<file path="config.mk">
export PLATFORM = sky130hd
export DESIGN_NAME = namuru_time_base
export DESIGN_NICKNAME = d
export VERILOG_FILES = /design/src/rtl/namuru_pkg.sv /design/src/rtl/namuru_divcnt.sv /design/src/rtl/namuru_time_base.sv
export SDC_FILE = /design/constraint.sdc
export NUM_CORES = 1
export LEC_CHECK = 0
export CORE_MARGIN = 2
export CORE_UTILIZATION = 40
export DETAILED_ROUTE_END_ITERATION = 10
export GPL_TIMING_DRIVEN = 0
export HOLD_SLACK_MARGIN = 0.1
export PLACE_DENSITY_LB_ADDON = 0.1
export SYNTH_ARGS = -nofsm -noshare
export SYNTH_HDL_FRONTEND = slang
export SYNTH_HIERARCHICAL = 1
export SYNTH_SLANG_ARGS = --single-unit
</file>
<file path="constraint.sdc">
create_clock -name clks -period 3.11 [get_ports clks]
set_clock_uncertainty 0.05 [all_clocks]
set_input_delay 0.622 -clock clks [delete_from_list [all_inputs] [get_ports clks]]
set_output_delay 0.622 -clock clks [all_outputs]
set_load 0.01 [all_outputs]
</file>
<file path="src/rtl/namuru_pkg.sv">
// Shared defaults and types for the Namuru time base.
// The divide counters are sized and reset from these constants.
package namuru_pkg;
   localparam int          NAMURU_DIV_W       = 24;
   localparam logic [23:0] NAMURU_TIC_DIV_RST = 24'd16367;
   localparam logic [23:0] NAMURU_ACC_DIV_RST = 24'd16;

   typedef enum logic [1:0] {
      DC_RESET,
      DC_LOAD,
      DC_HOLD,
      DC_RUN
   } divcnt_mode_e;
endpackage

</file>
<file path="src/rtl/namuru_divcnt.sv">
// Down counter with a shadow divide value and a registered terminal-count pulse.
// The period is shadow + 1 clocks; a load or hold always suppresses the pulse.
module namuru_divcnt
   import namuru_pkg::*;
#(
   parameter int               DIV_W   = NAMURU_DIV_W,
   parameter logic [DIV_W-1:0] RST_VAL = DIV_W'(NAMURU_TIC_DIV_RST)
) (
   input  logic             clks,
   input  logic             rstn,
   input  logic             load_i,
   input  logic             enable_i,
   input  logic [DIV_W-1:0] div_i,
   output logic [DIV_W-1:0] count_o,
   output logic             pulse_o
);

   logic [DIV_W-1:0] shadow_q, shadow_d;
   logic [DIV_W-1:0] count_q, count_d;
   logic             pulse_q, pulse_d;
   divcnt_mode_e     mode;

   always_ff @(posedge clks) begin
      shadow_q <= shadow_d;
      count_q  <= count_d;
      pulse_q  <= pulse_d;
   end

   always_comb begin
      mode     = DC_RUN;
      shadow_d = shadow_q;
      count_d  = count_q;
      pulse_d  = 1'b0;

      if (!rstn)          mode = DC_RESET;
      else if (load_i)    mode = DC_LOAD;
      else if (!enable_i) mode = DC_HOLD;

      case (mode)
         DC_RESET: begin
            shadow_d = RST_VAL;
            count_d  = RST_VAL;
         end
         DC_LOAD: begin
            shadow_d = div_i;
            count_d  = div_i;
         end
         DC_HOLD: count_d = shadow_q;
         default: begin
            // Reload at zero instead of decrementing, so the count never wraps.
            if (count_q == '0) begin
               count_d = shadow_q;
               pulse_d = 1'b1;
            end else begin
               count_d = count_q - DIV_W'(1);
            end
         end
      endcase
   end

   assign count_o = count_q;
   assign pulse_o = pulse_q;

endmodule

</file>
<file path="src/rtl/namuru_time_base.sv">
// Tic and accumulation time base for the Namuru correlator, clocked by clks.
// Divide values are loaded by a pre-synchronized toggle handshake and echoed back as load_ack.
module namuru_time_base
   import namuru_pkg::*;
#(
   parameter int               DIV_W       = NAMURU_DIV_W,
   parameter logic [DIV_W-1:0] TIC_DIV_RST = DIV_W'(NAMURU_TIC_DIV_RST),
   parameter logic [DIV_W-1:0] ACC_DIV_RST = DIV_W'(NAMURU_ACC_DIV_RST)
) (
   input  logic             clks,
   input  logic             rstn,
   input  logic             enable_s,
   input  logic             load_tgl_s,
   input  logic [DIV_W-1:0] tic_divide,
   input  logic [DIV_W-1:0] accum_divide,
   output logic             load_ack,
   output logic             tic_enable,
   output logic             accum_enable,
   output logic [DIV_W-1:0] tic_count
);

   logic load_tgl_d;
   logic load_evt;
   logic [DIV_W-1:0] accum_count;

   // Tracking the toggle also in reset keeps release from looking like a load.
   always_ff @(posedge clks) begin
      load_tgl_d <= load_tgl_s;
   end

   assign load_evt = load_tgl_s ^ load_tgl_d;
   assign load_ack = load_tgl_d;

   namuru_divcnt #(
      .DIV_W   (DIV_W),
      .RST_VAL (TIC_DIV_RST)
   ) u_tic (
      .clks     (clks),
      .rstn     (rstn),
      .load_i   (load_evt),
      .enable_i (enable_s),
      .div_i    (tic_divide),
      .count_o  (tic_count),
      .pulse_o  (tic_enable)
   );

   namuru_divcnt #(
      .DIV_W   (DIV_W),
      .RST_VAL (ACC_DIV_RST)
   ) u_accum (
      .clks     (clks),
      .rstn     (rstn),
      .load_i   (load_evt),
      .enable_i (enable_s),
      .div_i    (accum_divide),
      .count_o  (accum_count),
      .pulse_o  (accum_enable)
   );

   // The accumulation count is internal only; no snapshot of it is exported.
   logic unused_ok;
   assign unused_ok = ^accum_count;

endmodule
</file>
==> results.yml, run 1 <==
critical_path:
  cp-end-kind: "flop"
  critPathMaxFanout: 14
  crit_start: "load_tgl_s"
  startpoint_type: "input port"
  required_ns: 2.93
  worst_ep_arrival_time_ns: 2.82
  rr_startpoint: "load_ack"
  critPathKind: "in -> reg"
floorplan:
  die_w_um: 115.4
  die_y_um: 115.4
  core.rowCount: 40
  core_area_um2: 12060
  start_util_pct: 41.16
  io_pins: 79
  die_area_um2: 13320
clock_tree:
  h-tree-depth: 3
  clkSinkCount: 99
  root_buffer: "clkbuf_16"
  clockBufferDepth: 2
  clk_pin_slew_ns: 0.06
  numCtsBuffers: 9
  postCtsHoldBufs: 0
  cts_setup_buffers: 0
  cts_tree: "yes"
  clk_latency_ns: 0.35
detailed_routing:
  firstDrtPassIters: 4
  wl_um: 12610
  first_iter_violations: 195
  via_count: 3972
  routedWlPerCell_um: 16.80
  drc: 0
  ant_nets: 0
  viasPerCell: 5.289
pwr:
  finalPower_mw: 3.241
  ir_drop_mv: 0.3677
  p_per_area_nw_per_um2: 518.6
  leakage_nw: 2.319
yosys:
  syn_area_um2: 4965
  netlist_instances: 488
  netlist-cell-type-count: 59
  synthArstFlopShare_pct: 0
  synth_area_per_cell_um2: 10.17
  ys_ff_latch: 99
  synthFlopType: "dfxtp_1"
  synth_edf_count: 48
  synth_nets: 544
  yosysWarnings: 6
  ys_seq_area_share_pct: 49.60
placement:
  routabilityCongestion: 0.8758
  io_buffers: 78
  dp_hpwl_um: 9081
  dpl_cell_area_um2: 5957
  dp_slack_ns: -0.6722
hold_path:
  min_from: "u_tic/shadow_q[23]"
  hp-class: "reg -> reg"
timing:
  whs_ns: 0.4062
  worst_slack_ns: 0.1031
  finalCritPeriodShare_pct: 96.68
  rsz0062_at_grt: "no"
  maxSlewViolCount: 0
  setup_viol: 0
  period_minus_slack_ns: 3.007
  hold_viol: 0
  max_freq_mhz: 332.6
  slew_headroom_pct: 39.96
  worst_pin_slew_ns: 0.9007
global_routing:
  grt.overflow.total: 0
  antenna_found_initial: 0
  grt_pass1_vias: 3881
  track_usage_pct: 19.61
  grt_max_degree: 34
  grt_pass1_wl_um: 20000
cells_and_area:
  stdcell_area_um2: 6248
  final_nets: 634
  final_cell_mix: "clkdlybuf4s50_1 (78), dfxtp_1 (51), edfxtp_1 (48)"
  drive_gt1_share_pct: 8.062
  syn_to_final_growth_pct: 25.86
  n_antenna_cell: 0
  layout_commonest_cell: "clkdlybuf4s50_1"
outcome:
  outcome: "finished, final reports clean"
job:
  max-cap-violations: 0
## repair_timing
item | 4_1_cts | 5_1_grt
gates resized for setup | 1 | 3
endpoints found under the setup margin | 30 | 8
hold endpoints to repair | 0 | 0
gates cloned | 0 | 1
## cell type report
type	instances	area (um2)
Fill cell	1124	5813
Sequential cell	99	2462
Multi-Input combinational cell	356	2355
Timing Repair Buffer	78	780.7
Clock buffer	14	264.0
Tap cell	168	210.2
Buffer	21	112.6
Inverter	12	48.80
Clock inverter	2	10.01
Timing Repair inverter	1	5.005
## state kept, by name, indices dropped and copies added (netlist names)
name              flops
u_tic/pulse_o         1
u_accum/count_o      24
u_tic/count_o        24
u_accum/shadow_q     24
u_accum/pulse_o       1
load_ack              1
u_tic/shadow_q       24
## worst paths after layout
kind	to	slack, ns	cells past startpoint
worst max-delay path	u_tic/shadow_q[6]	0.10	5
worst min-delay path	u_tic/count_o[23]	0.41	1
worst min register to register	u_tic/count_o[23]	0.41	1
worst max register to register	u_tic/shadow_q[6]	0.49	4
## power breakdown
part / total (mW) / leakage (nW) / internal [mW] / switching, mW
sequential: 1.61 / 0.920 / 1.50 / 0.115
clock: 1.05 / 0.137 / 0.585 / 0.466
combinational: 0.575 / 1.26 / 0.281 / 0.294
total: 3.24 / 2.32 / 2.36 / 0.876
## synth_stat cells, drive strengths merged, types with 5 or more instances
cell,count,area (um2)
or4,7,60.06
xor2,12,105.1
nand2b,14,87.58
a21oi,22,110.1
mux2i,8,80.08
nor2,39,148.9
o2111ai,6,52.55
a211o,5,43.79
o21bai,10,75.07
clkbuf,16,60.06
o21ai,21,112.6
and3,34,212.7
inv,12,45.04
edfxtp,48,1441
o211ai,7,52.55
xnor2,21,183.9
or3,8,51.30
nand4,8,56.30
nor4,16,163.9
nand3,14,85.08
dfxtp,51,1021
o31ai,5,37.54
nor3,16,85.08
buf,5,50.04
nand2,37,138.9
## metrics by stage
stage | setup TNS [ns] | cells | util (%)
floorplan | 0 | 488 | -
global placement | -39.88 | 734 | 49.38
detailed placement | -18.28 | 734 | 49.39
CTS | 0 | 750 | 51.69
global route | 0 | 751 | 51.81
finish | 0 | 751 | 51.81
## critical path, cell delays in order
cell	delay, ns
clkdlybuf4s50_1	0.46
xor2_2	0.21
clkbuf_1	0.26
nor2b_1	0.48
clkinvlp_2	0.79
## layer usage
metal / GRT usage [%] / up-vias / wire length (um)
met5: 0 / - / 0
met4: 5.863 / 0 / 117
met3: 5.282 / 9 / 724
met2: 34.15 / 95 / 6308
met1: 23.76 / 1864 / 5464
li1: - / 2004 / -
## cells by family (layout without fill, tap and decap cells)
group | after synthesis | count (layout) | share of synthesized area (%)
buf+inv | 33 | 128 | 3.125
fa+ha+maj | 4 | 4 | 1.008
compound gates | 98 | 98 | 13.51
mux | 9 | 9 | 1.840
simple gates | 212 | 212 | 25.10
flops | 99 | 99 | 49.60
xor+xnor | 33 | 33 | 5.822
Note: power is estimated with default switching activity, not from simulation.
==> run 2, diff against run 1 <==
Settings changed: CORE_MARGIN 2 to 3.
Clock period 3.11 ns to 2.6 ns, I/O delays scaled along.
==> run 2 against run 1 <==
Compared with the run above:
- hold slack worse by 0.00089 ns
- wire length is 2.2% higher
- first-iteration DRC count is 4.1% higher
- non-clock buffer count is 3 higher
- flip-flop and latch count stayed put
- clock-buffer cell count is 4 lower
- core utilization is 0.36 points higher
- global-route usage is 0.86 points lower
- sequential power is 20% higher
- cell area is 0.70% higher
- combinational power is 21% higher
- sequential share of layout area is 0.27 points lower
- highest routed layer unchanged
==> results.yml, run 2 (same netlist as run 1, synthesis figures left out) <==
critical_path:
  slowest_stage: "clkdlybuf4s50_1"
  required_ns: 2.75
  cp_cell_sequence: "clkdlybuf4s50_1, xor2_2, clkbuf_4, nor2b_4, and2_1, nand3_1, inv_1, a22oi_1, nand3_1"
  cp.depth: 9
  crit_end: "u_tic/count_o[12]"
  startpoint_type: "input port"
  crit_start: "load_tgl_s"
  critPathMaxFanout: 9
  rr_endpoint: "u_accum/count_o[20]"
  critPathMostFrequentCell: "nand3_1"
  timing.reg2reg.worst_path_depth: 8
  critPathKind: "in -> reg"
  worstPathBufferInverterCount: 3
  worst_ep_arrival_time_ns: 2.61
  cp-end-kind: "flop"
  r2r_slack_ns: 0.37
  path_delay_family: "buffers and inverters"
  rr_startpoint: "u_accum/count_o[0]"
  critPathMaxStageDelay_ns: 0.56
clock_tree:
  clk_latency_ns: 0.35
  root_buffer: "clkbuf_16"
  cts_tree: "yes"
  clockBufferDepth: 2
  postCtsHoldBufs: 0
  clkSinkCount: 99
  h-tree-depth: 3
  clk_pin_slew_ns: 0.07
  numCtsBuffers: 9
detailed_routing:
  ant_nets: 0
  first_iter_violations: 203
  wl_um: 12890
  via_count: 4010
  firstDrtPassIters: 4
  viasPerCell: 5.318
  drc: 0
  routedWlPerCell_um: 17.09
pwr:
  p_per_area_nw_per_um2: 614.0
  ir_drop_mv: 0.3563
  leakage_nw: 2.339
hold_path:
  hp-class: "reg -> reg"
timing:
  rsz0062_at_grt: "no"
  finalCritPeriodShare_pct: 94.64
  period_minus_slack_ns: 2.461
  tns_ns: 0
  whs_ns: 0.4053
  maxSlewViolCount: 0
  setup_viol: 0
  worst_pin_slew_ns: 0.6960
  max_freq_mhz: 406.4
  hold_viol: 0
  slew_headroom_pct: 53.18
global_routing:
  grt_pass1_wl_um: 20720
  grt.overflow.total: 0
  antenna_found_initial: 0
  grt_max_degree: 34
  grt_pass1_vias: 4039
  track_usage_pct: 18.75
floorplan:
  core_area_um2: 12060
  die_w_um: 117.4
  io_pins: 79
  core.rowCount: 40
  die_y_um: 117.4
  start_util_pct: 41.16
  die_area_um2: 13790
placement:
  routabilityCongestion: 0.8748
  io_buffers: 78
  dpl_cell_area_um2: 5957
  dp_hpwl_um: 9232
cells_and_area:
  final_nets: 637
  fillers: 1133
  syn_to_final_growth_pct: 26.74
  final_cell_mix: "clkdlybuf4s50_1 (78), dfxtp_1 (51), edfxtp_1 (48)"
  stdcell_area_um2: 6292
  layout_commonest_cell: "clkdlybuf4s50_1"
  n_antenna_cell: 0
  drive_gt1_share_pct: 9.556
  final_util_pct: 52.17
job:
  max-cap-violations: 0
outcome:
  outcome: "finished, final reports clean"
-- run 2: worst min-delay path by stage --
stage / from / endpoint / slack (ns) / depth (start not counted)
3_3_place_gp: u_tic/shadow_q[20] / u_tic/count_o[20] / 0.38 / 1
5_1_grt: u_tic/shadow_q[23] / u_tic/count_o[23] / 0.43 / 1
2_1_floorplan: u_tic/shadow_q[23] / u_tic/count_o[23] / 0.38 / 1
3_5_place_dp: u_accum/shadow_q[3] / u_accum/count_o[3] / 0.39 / 1
6_report: u_accum/shadow_q[3] / u_accum/count_o[3] / 0.41 / 1
4_1_cts: u_accum/shadow_q[3] / u_accum/count_o[3] / 0.41 / 1
-- run 2: routing by layer --
metal | up-vias | track usage, % | wire, um
met5 | - | 0 | 0
met4 | 0 | 5.425 | 201
met3 | 16 | 5.111 | 655
met2 | 107 | 32.23 | 6416
met1 | 1880 | 23.13 | 5616
li1 | 2007 | - | -
-- run 2: report_power, final --
group | total [mW] | switching [mW] | internal, mW | leakage [nW]
clock | 1.24 | 0.586 | 0.650 | 0.125
combinational | 0.696 | 0.351 | 0.345 | 1.29
sequential | 1.93 | 0.141 | 1.79 | 0.920
-- run 2: final cells by class --
| cell class | instances | area, um2 | area share [%] |
|---|---|---|---|
| Inverter | 12 | 48.80 | 0.7755 |
| Multi-Input combinational cell | 356 | 2370 | 37.66 |
| Buffer | 21 | 121.4 | 1.929 |
| Sequential cell | 99 | 2462 | 39.13 |
| Clock inverter | 6 | 40.04 | 0.6363 |
| Clock buffer | 10 | 229.0 | 3.639 |
| Timing Repair Buffer | 81 | 803.3 | 12.77 |
| Tap cell | 168 | 210.2 | 3.341 |
| Timing Repair inverter | 1 | 7.507 | 0.1193 |
-- run 2: metrics by stage --
step / cells / setup WS (ns) / power [mW]
6_report: 754 / 0.1395 / 3.863
5_1_grt: 754 / 0.004087 / 4.060
4_1_cts: 754 / 0.03275 / 3.905
3_5_place_dp: 734 / -1.067 / 2.647
3_3_place_gp: 734 / -1.138 / 2.635
2_1_floorplan: 488 / 0.1935 / 2.343
-- run 2: worst reg2reg max path, delay by kind of cell (launching register included) --
family	cells	cell delay (ns)
and+or+nand+nor	3	1.01
buffers and inverters	2	0.30
AOI/OAI and AO/OA	2	0.27
adders and majority gates	1	0.16
DFF	1	0.33
-- run 2: timing repair --
item,in CTS,in global routing
endpoints found under the setup margin,66,27
resized for setup,8,8
cloned,1,0
buffers inserted,3,0
